`config.mk`:
```
export PLATFORM = sky130hd
export DESIGN_NAME = ssram_port_arbiter
export DESIGN_NICKNAME = d
export VERILOG_FILES = /design/src/rtl/ssram_port_arbiter.sv
export SDC_FILE = /design/constraint.sdc
export NUM_CORES = 1
export LEC_CHECK = 0
export CAP_MARGIN = 20
export CELL_PAD_IN_SITES_DETAIL_PLACEMENT = 0
export CELL_PAD_IN_SITES_GLOBAL_PLACEMENT = 1
export CORE_ASPECT_RATIO = 0.75
export CORE_MARGIN = 2
export CORE_UTILIZATION = 21
export DETAILED_ROUTE_END_ITERATION = 12
export PLACE_DENSITY = 0.84
export SLEW_MARGIN = 5
export SYNTH_ARGS = -nofsm -noshare
export SYNTH_HDL_FRONTEND = slang
export SYNTH_SLANG_ARGS = --single-unit
```
`constraint.sdc`:
```
create_clock -name HCLK -period 3.1 [get_ports HCLK]
set_input_delay 0.62 -clock HCLK [delete_from_list [all_inputs] [get_ports HCLK]]
set_output_delay 0.62 -clock HCLK [all_outputs]
set_load 0.02 [all_outputs]
```
`src/rtl/ssram_port_arbiter.sv`:
```
// Two-port round-robin arbiter with bounded lock in front of a byte-lane SSRAM.
// Grants are combinational; read-data valid is routed back one cycle after the grant.
module ssram_port_arbiter #(
  parameter int AW       = 12,
  parameter int MAX_LOCK = 8
) (
  input  logic          HCLK,
  input  logic          HRESET,
  input  logic          p0_req,
  input  logic          p0_lock,
  input  logic [AW-3:0] p0_addr,
  input  logic [3:0]    p0_en,
  input  logic [3:0]    p0_wb,
  input  logic [31:0]   p0_din,
  output logic          p0_gnt,
  output logic          p0_rvalid,
  output logic [31:0]   p0_dout,
  input  logic          p1_req,
  input  logic          p1_lock,
  input  logic [AW-3:0] p1_addr,
  input  logic [3:0]    p1_en,
  input  logic [3:0]    p1_wb,
  input  logic [31:0]   p1_din,
  output logic          p1_gnt,
  output logic          p1_rvalid,
  output logic [31:0]   p1_dout,
  output logic [AW-3:0] sram_addr,
  output logic [3:0]    sram_enb,
  output logic [3:0]    sram_wb,
  output logic [31:0]   sram_din,
  input  logic [31:0]   sram_dout,
  input  logic          cnt_clr,
  output logic [15:0]   conflict_cnt
);

  localparam logic [7:0] LOCK_LIM = 8'(MAX_LOCK);

  logic       last_gnt;
  logic       lock_act;
  logic [7:0] lock_cnt;
  logic [1:0] rd_pend;

  logic       any_req;
  logic       both_req;
  logic       sel;
  logic       sel_lock;
  logic [3:0] sel_en;
  logic [3:0] sel_wb;
  logic [1:0] rd_next;

  function automatic logic [7:0] sat_inc8(input logic [7:0] v);
    return (v == 8'hFF) ? v : v + 8'd1;
  endfunction

  function automatic logic [15:0] sat_inc16(input logic [15:0] v);
    return (v == 16'hFFFF) ? v : v + 16'd1;
  endfunction

  assign any_req  = p0_req | p1_req;
  assign both_req = p0_req & p1_req;

  // With no request, sel stays on last_gnt so the address/data mux is stable.
  always_comb begin
    sel = last_gnt;
    if (both_req)
      sel = (lock_act && (lock_cnt < LOCK_LIM)) ? last_gnt : ~last_gnt;
    else if (p0_req)
      sel = 1'b0;
    else if (p1_req)
      sel = 1'b1;
  end

  assign p0_gnt   = any_req & ~sel;
  assign p1_gnt   = any_req & sel;
  assign sel_lock = sel ? p1_lock : p0_lock;
  assign sel_en   = sel ? p1_en   : p0_en;
  assign sel_wb   = sel ? p1_wb   : p0_wb;

  assign sram_addr = sel ? p1_addr : p0_addr;
  assign sram_din  = sel ? p1_din  : p0_din;
  assign sram_enb  = any_req ? sel_en : 4'h0;
  assign sram_wb   = any_req ? sel_wb : 4'h0;

  // Any lane write makes the access a write; only pure reads return rvalid.
  always_comb begin
    rd_next = 2'b00;
    if (any_req && (sel_wb == 4'h0) && (sel_en != 4'h0))
      rd_next = sel ? 2'b10 : 2'b01;
  end

  always_ff @(posedge HCLK or posedge HRESET) begin
    if (HRESET) begin
      last_gnt     <= 1'b1;
      lock_act     <= 1'b0;
      lock_cnt     <= 8'd0;
      rd_pend      <= 2'b00;
      conflict_cnt <= 16'd0;
    end else begin
      rd_pend <= rd_next;
      if (any_req) begin
        last_gnt <= sel;
        lock_act <= sel_lock;
        lock_cnt <= ((sel != last_gnt) || !lock_act) ? 8'd1 : sat_inc8(lock_cnt);
      end
      if (cnt_clr)
        conflict_cnt <= 16'd0;
      else if (both_req)
        conflict_cnt <= sat_inc16(conflict_cnt);
    end
  end

  assign p0_rvalid = rd_pend[0];
  assign p1_rvalid = rd_pend[1];
  assign p0_dout   = sram_dout;
  assign p1_dout   = sram_dout;

endmodule

```
Word level (Yosys, flattened, before mapping)
Index checks and enable logic that the tools add are counted.
- register bits: 28
- output and inout bits: 134
- logic and storage cells: 47
- $add $sub $neg: 2
- $lt $le $gt $ge: 1
- equal/unequal tests: 5
- muxes and demuxes: 18
- bitwise logic cells: 6
- reduce and logical (&&, ||, !) cells: 10
- operators by type and width (kind ; number):
    $mux 16 ; 3
    $mux 32 ; 1
    $add 16x1->16 const B ; 1
    $eq 16x16->1 const B ; 1
    $mux 4 ; 4
    $mux 8 ; 2
    $mux 10 ; 1
    $add 8x1->8 const B ; 1
    $eq 8x8->1 const B ; 1
    $lt 8x4->1 const B ; 1
    $mux 1 ; 5
    $logic_not 4->1 ; 1
    $mux 2 ; 2
    $ne 2x2->1 const B ; 2
    $reduce_and 2->1 ; 2
    $reduce_bool 4->1 ; 1
    $and 1x1->1 ; 3
    $logic_and 1x1->1 ; 3
    $not 1->1 ; 2
    $reduce_bool 2->1 ; 1
    $logic_not 1->1 ; 1
    $logic_or 1x1->1 ; 1
    $ne 1x1->1 ; 1
    $or 1x1->1 ; 1

Depth between registers and ports, before layout
- depth in word-level cells: 9
- depth in mapped cells: 7
- gate-level depth less buffers: 6

Least setup slack after synthesis
Ideal clock, no wire load.
- path type: in2out
- start point: input port p0_req
- end point: output port sram_enb[0]
- data arrival time: 1.921 ns
- setup slack: 0.559 ns
- cell stages on the path: 6
- path buffers: 2
- cell sequence: clkbuf_1 > nand2_1 > o221a_2 > buf_12 > nor2_4 > a22o_1
- word-level cells in the longest chain between the ends: 4
- elaborated cells between the ends (all ways): 6
- RTL lines (item ; line ; RTL):
    from (decl) ; 9 ; input logic p0_req,
    $mux 1 or $and 1x1->1 (tied branches) ; 67, 60 ;
    $mux 1 ; 65 ; if (both_req)
    $mux 4 ; 76 ; assign sel_en = sel ? p1_en : p0_en;
    $mux 4 * ; 81 ; assign sram_enb = any_req ? sel_en : 4'h0;
    to (decl) ; 28 ; output logic [3:0] sram_enb,
Mark *: on every way between the ends. The rest lies on a longest branch, timed or not.

Final worst setup path
- start point: input port p1_req
- end point: output port sram_din[17]
- word-level cells in the longest chain between the ends: 4
- elaborated cells between the ends (all ways): 5
- RTL lines (item ; line ; RTL):
    from (decl) ; 18 ; input logic p1_req,
    $mux 1 ; 69 ; else if (p1_req)
    $mux 1 ; 67 ; else if (p0_req)
    $mux 1 * ; 65 ;
    $mux 32 * ; 80 ; assign sram_din = sel ? p1_din : p0_din;
    to (decl) ; 30 ; output logic [31:0] sram_din,
Marked as above.

==> impl_metrics.toml <==
[outcome]
status = "complete, no violations"

[yosys]
yosys_warnings = 0
synth_nets = 448
yosys.area.top_type_share_pct = 22.9
synthMuxAreaShare_pct = 21.1
synth_top_family_by_area = "buffers and inverters"
synth_edf_count = 0
netlist_instances = 307
synth-xor-area-share_pct = 3.86
ys_ff_latch = 28
synth_cell_types = 49
synthTopCellsByArea = "dfrtp_1 (23%), mux2_4 (19%), buf_4 (16%)"
synth_area_um2 = 2950
synth-seq-area-share_pct = 23.8
synth-simple-area-share_pct = 16.0
synth_common_cells = "buf_4 (64), mux2_4 (37), dfrtp_1 (27)"
synth_compound_gate_area_share_pct = 12.8
syn_avg_cell_area_um2 = 9.61
ys_async_sr_fraction_pct = 100
synth_fa_ha_area_share_pct = 0.848
post-synth-top-count-cell = "buf_4"
ys.flop_type = "dfrtp_1"
synth_largest_area_cell = "dfrtp_1"

[final_layout]
multi_input_area_um2 = 1630
regArea_um2 = 702
diodes = 0
stdcell_count = 605
drive_above_1_share_pct = 22.1
area_delta_synth_final_pct = 51.9
fin_nets = 572
nFillCells = 1434
stdcell_area_um2 = 4480

[floorplanning]
die-area_um2 = 15000
die_y_um = 107
design.core.area_um2 = 13700
num_io_pins = 273
placement_rows = 37
start_util_pct = 21.5
die_x_um = 141

[grt]
grt_max_degree = 29
grt_pass1_wl_um = 15900
grt_pass1_vias = 2709
grt_overflow = 0
antenna_found_initial = 0
grt_use_total_pct = 13.5

[clocking]
ctsHoldBuffers = 0
h-tree-depth = 1
cts-root-buf = "clkbuf_16"
clock_latency_ns = 0.26
cts_buffer_depth = 2
cts_sinks = 28
cts_made_buffers = 3
cts_tree = "done"
clk_pin_slew_worst_paths_ns = 0.07

[sta]
period_minus_slack_ns = 3.08
finalSetupViolations = 0
setup-tns-final_ns = 0
clock_skew_ns = 0.00233
drv_slew = 0
fin_crit_sh_pct = 99.5
tightest_slew_ns = 0.807
relSlewSlack_pct = 45.7
fmax_ghz = 0.324
rsz0062_at_grt = "yes"
hold_viol_final = 0

[power_and_ir_drop]
pwr-share-comb_pct = 70.4
power_leakage_nw = 1.88
power_density_nw_per_um2 = 564
p_clk_share_pct = 11.9
swShare_pct = 40.5
switchingPower_w = 0.00102
power_frac_seq_pct = 17.6
p_int_w = 0.00150
max-vdd-ir-drop_uv = 285

[routing]
ant_nets = 0
drtIter0Drc = 159
vias = 2717
first_pass_iters = 4
viasPerCell = 4.49
wl_um = 10700
wire_per_inst_um = 17.6
drc = 0

[critical_path]
arrival_ns = 2.46
start_kind = "input port"
critPathCaptureType = "output pin"
cp.required_ns = 2.48
worstSetupPathType = "input port to output pin"
crit_fanout = 6

[placement]
place_area_um2 = 4460
dp_cells = 598
gp_congestion = 0.910
dp_hpwl_um = 8710
port_buffers = 176

[worst_hold_path]
hold_path.class = "flop to flop"

[run]
cap_violations = 0
[layout by cell type, fill, tap and decap left out, types with 4 or more instances in the layout]
cell type | Yosys | layout
xnor2_1 | 13 | 13
and4_1 | 5 | 5
clkdlybuf4s15_1 | 0 | 11
a22o_1 | 9 | 9
mux2_2 | 5 | 5
buf_4 | 64 | 18
mux2_4 | 37 | 37
dlygate4sd2_1 | 0 | 21
a211oi_1 | 4 | 4
nand3_1 | 8 | 8
nand4_1 | 7 | 7
a31oi_1 | 6 | 6
clkbuf_2 | 0 | 18
nor4_1 | 4 | 4
and3_1 | 5 | 5
nand2_1 | 15 | 15
a21oi_1 | 11 | 11
dfrtp_1 | 27 | 27
nor2_1 | 23 | 23
clkdlybuf4s50_1 | 0 | 124
or3_1 | 4 | 4
o21ai_0 | 8 | 8
[stage by stage]
step / util, % / setup slack (ns) / power [W] / hold WS [ns]
2_1_floorplan: - / 0.559 / 0.00179 / 0.471
3_3_place_gp: 32.5 / -0.236 / 0.00227 / 0.486
3_5_place_dp: 32.5 / -0.267 / 0.00230 / 0.490
4_1_cts: 33.1 / -0.00254 / 0.00255 / 0.503
5_1_grt: 32.7 / -0.0712 / 0.00267 / 0.528
6_report: 32.7 / 0.0159 / 0.00253 / 0.499
[power groups by stage]
stage	logic, W	clock network (W)	registers, W
3_3_place_gp	0.00183	0	0.000447
6_report	0.00178	0.000301	0.000446
2_1_floorplan	0.00136	0	0.000430
3_5_place_dp	0.00185	0	0.000450
4_1_cts	0.00179	0.000314	0.000447
5_1_grt	0.00189	0.000328	0.000454
[what timing repair did]
item,in CTS,in global routing
cloned,1,1
setup buffers,0,1
pin swaps,1,1
endpoints found under the setup margin,51,49
gates resized for setup,67,40
[worst max-delay path: stages]
cell and delay [ns]:
clkdlybuf4s50_1 0.52, and3_1 0.18, o221a_4 0.28, buf_4 0.21, mux2_4 0.32, dlygate4sd2_1 0.33
[state kept, by name, summed over array words and instances (netlist names)]
signal,count
rd_pend,2
last_gnt,1
lock_cnt,8
conflict_cnt,16
lock_act,1
[per-layer routing]
| metal | up-vias | wire length [um] | track usage, % |
|---|---|---|---|
| li1 | 1297 | - | - |
| met3 | 6 | 1110 | 5.45 |
| met2 | 128 | 4960 | 20.2 |
| met5 | - | 0 | 0 |
| met1 | 1286 | 4530 | 18.7 |
| met4 | 0 | 65 | 1.57 |
[area by class of cell]
class | instances | share of cell area [%]
sequential | 28 | 15.7
clock buffer | 4 | 1.76
inverter | 3 | 0.251
tap | 175 | 4.89
timing repair buffer | 197 | 41.2
multi-input combinational | 198 | 36.3
[kinds of logic after synthesis]
| group | count (synthesis) |
|---|---|
| AOI/OAI and AO/OA | 53 |
| xor gates and xnor gates | 13 |
| adders and majority gates | 2 |
| buffers and inverters | 82 |
| DFF | 28 |
| muxes | 43 |
| and+or+nand+nor | 86 |
[final timing paths]
path / cells past startpoint / startpoint / slack [ns] / endpoint
min in group asynchronous: 3 / HRESET / 0.75 / conflict_cnt[2]$_DFFE_PP0P_
min: 1 / lock_cnt[0]$_DFFE_PP0P_ / 0.50 / lock_cnt[0]$_DFFE_PP0P_
max reg2reg: 7 / lock_cnt[3]$_DFFE_PP0P_ / 0.87 / rd_pend[0]$_DFF_PP0_
min reg2reg: 1 / lock_cnt[0]$_DFFE_PP0P_ / 0.50 / lock_cnt[0]$_DFFE_PP0P_
max: 6 / p1_req / 0.02 / sram_din[17]
max in group asynchronous: 3 / HRESET / 2.04 / last_gnt$_DFFE_PP1N_
(Power assumes the default switching activity.)
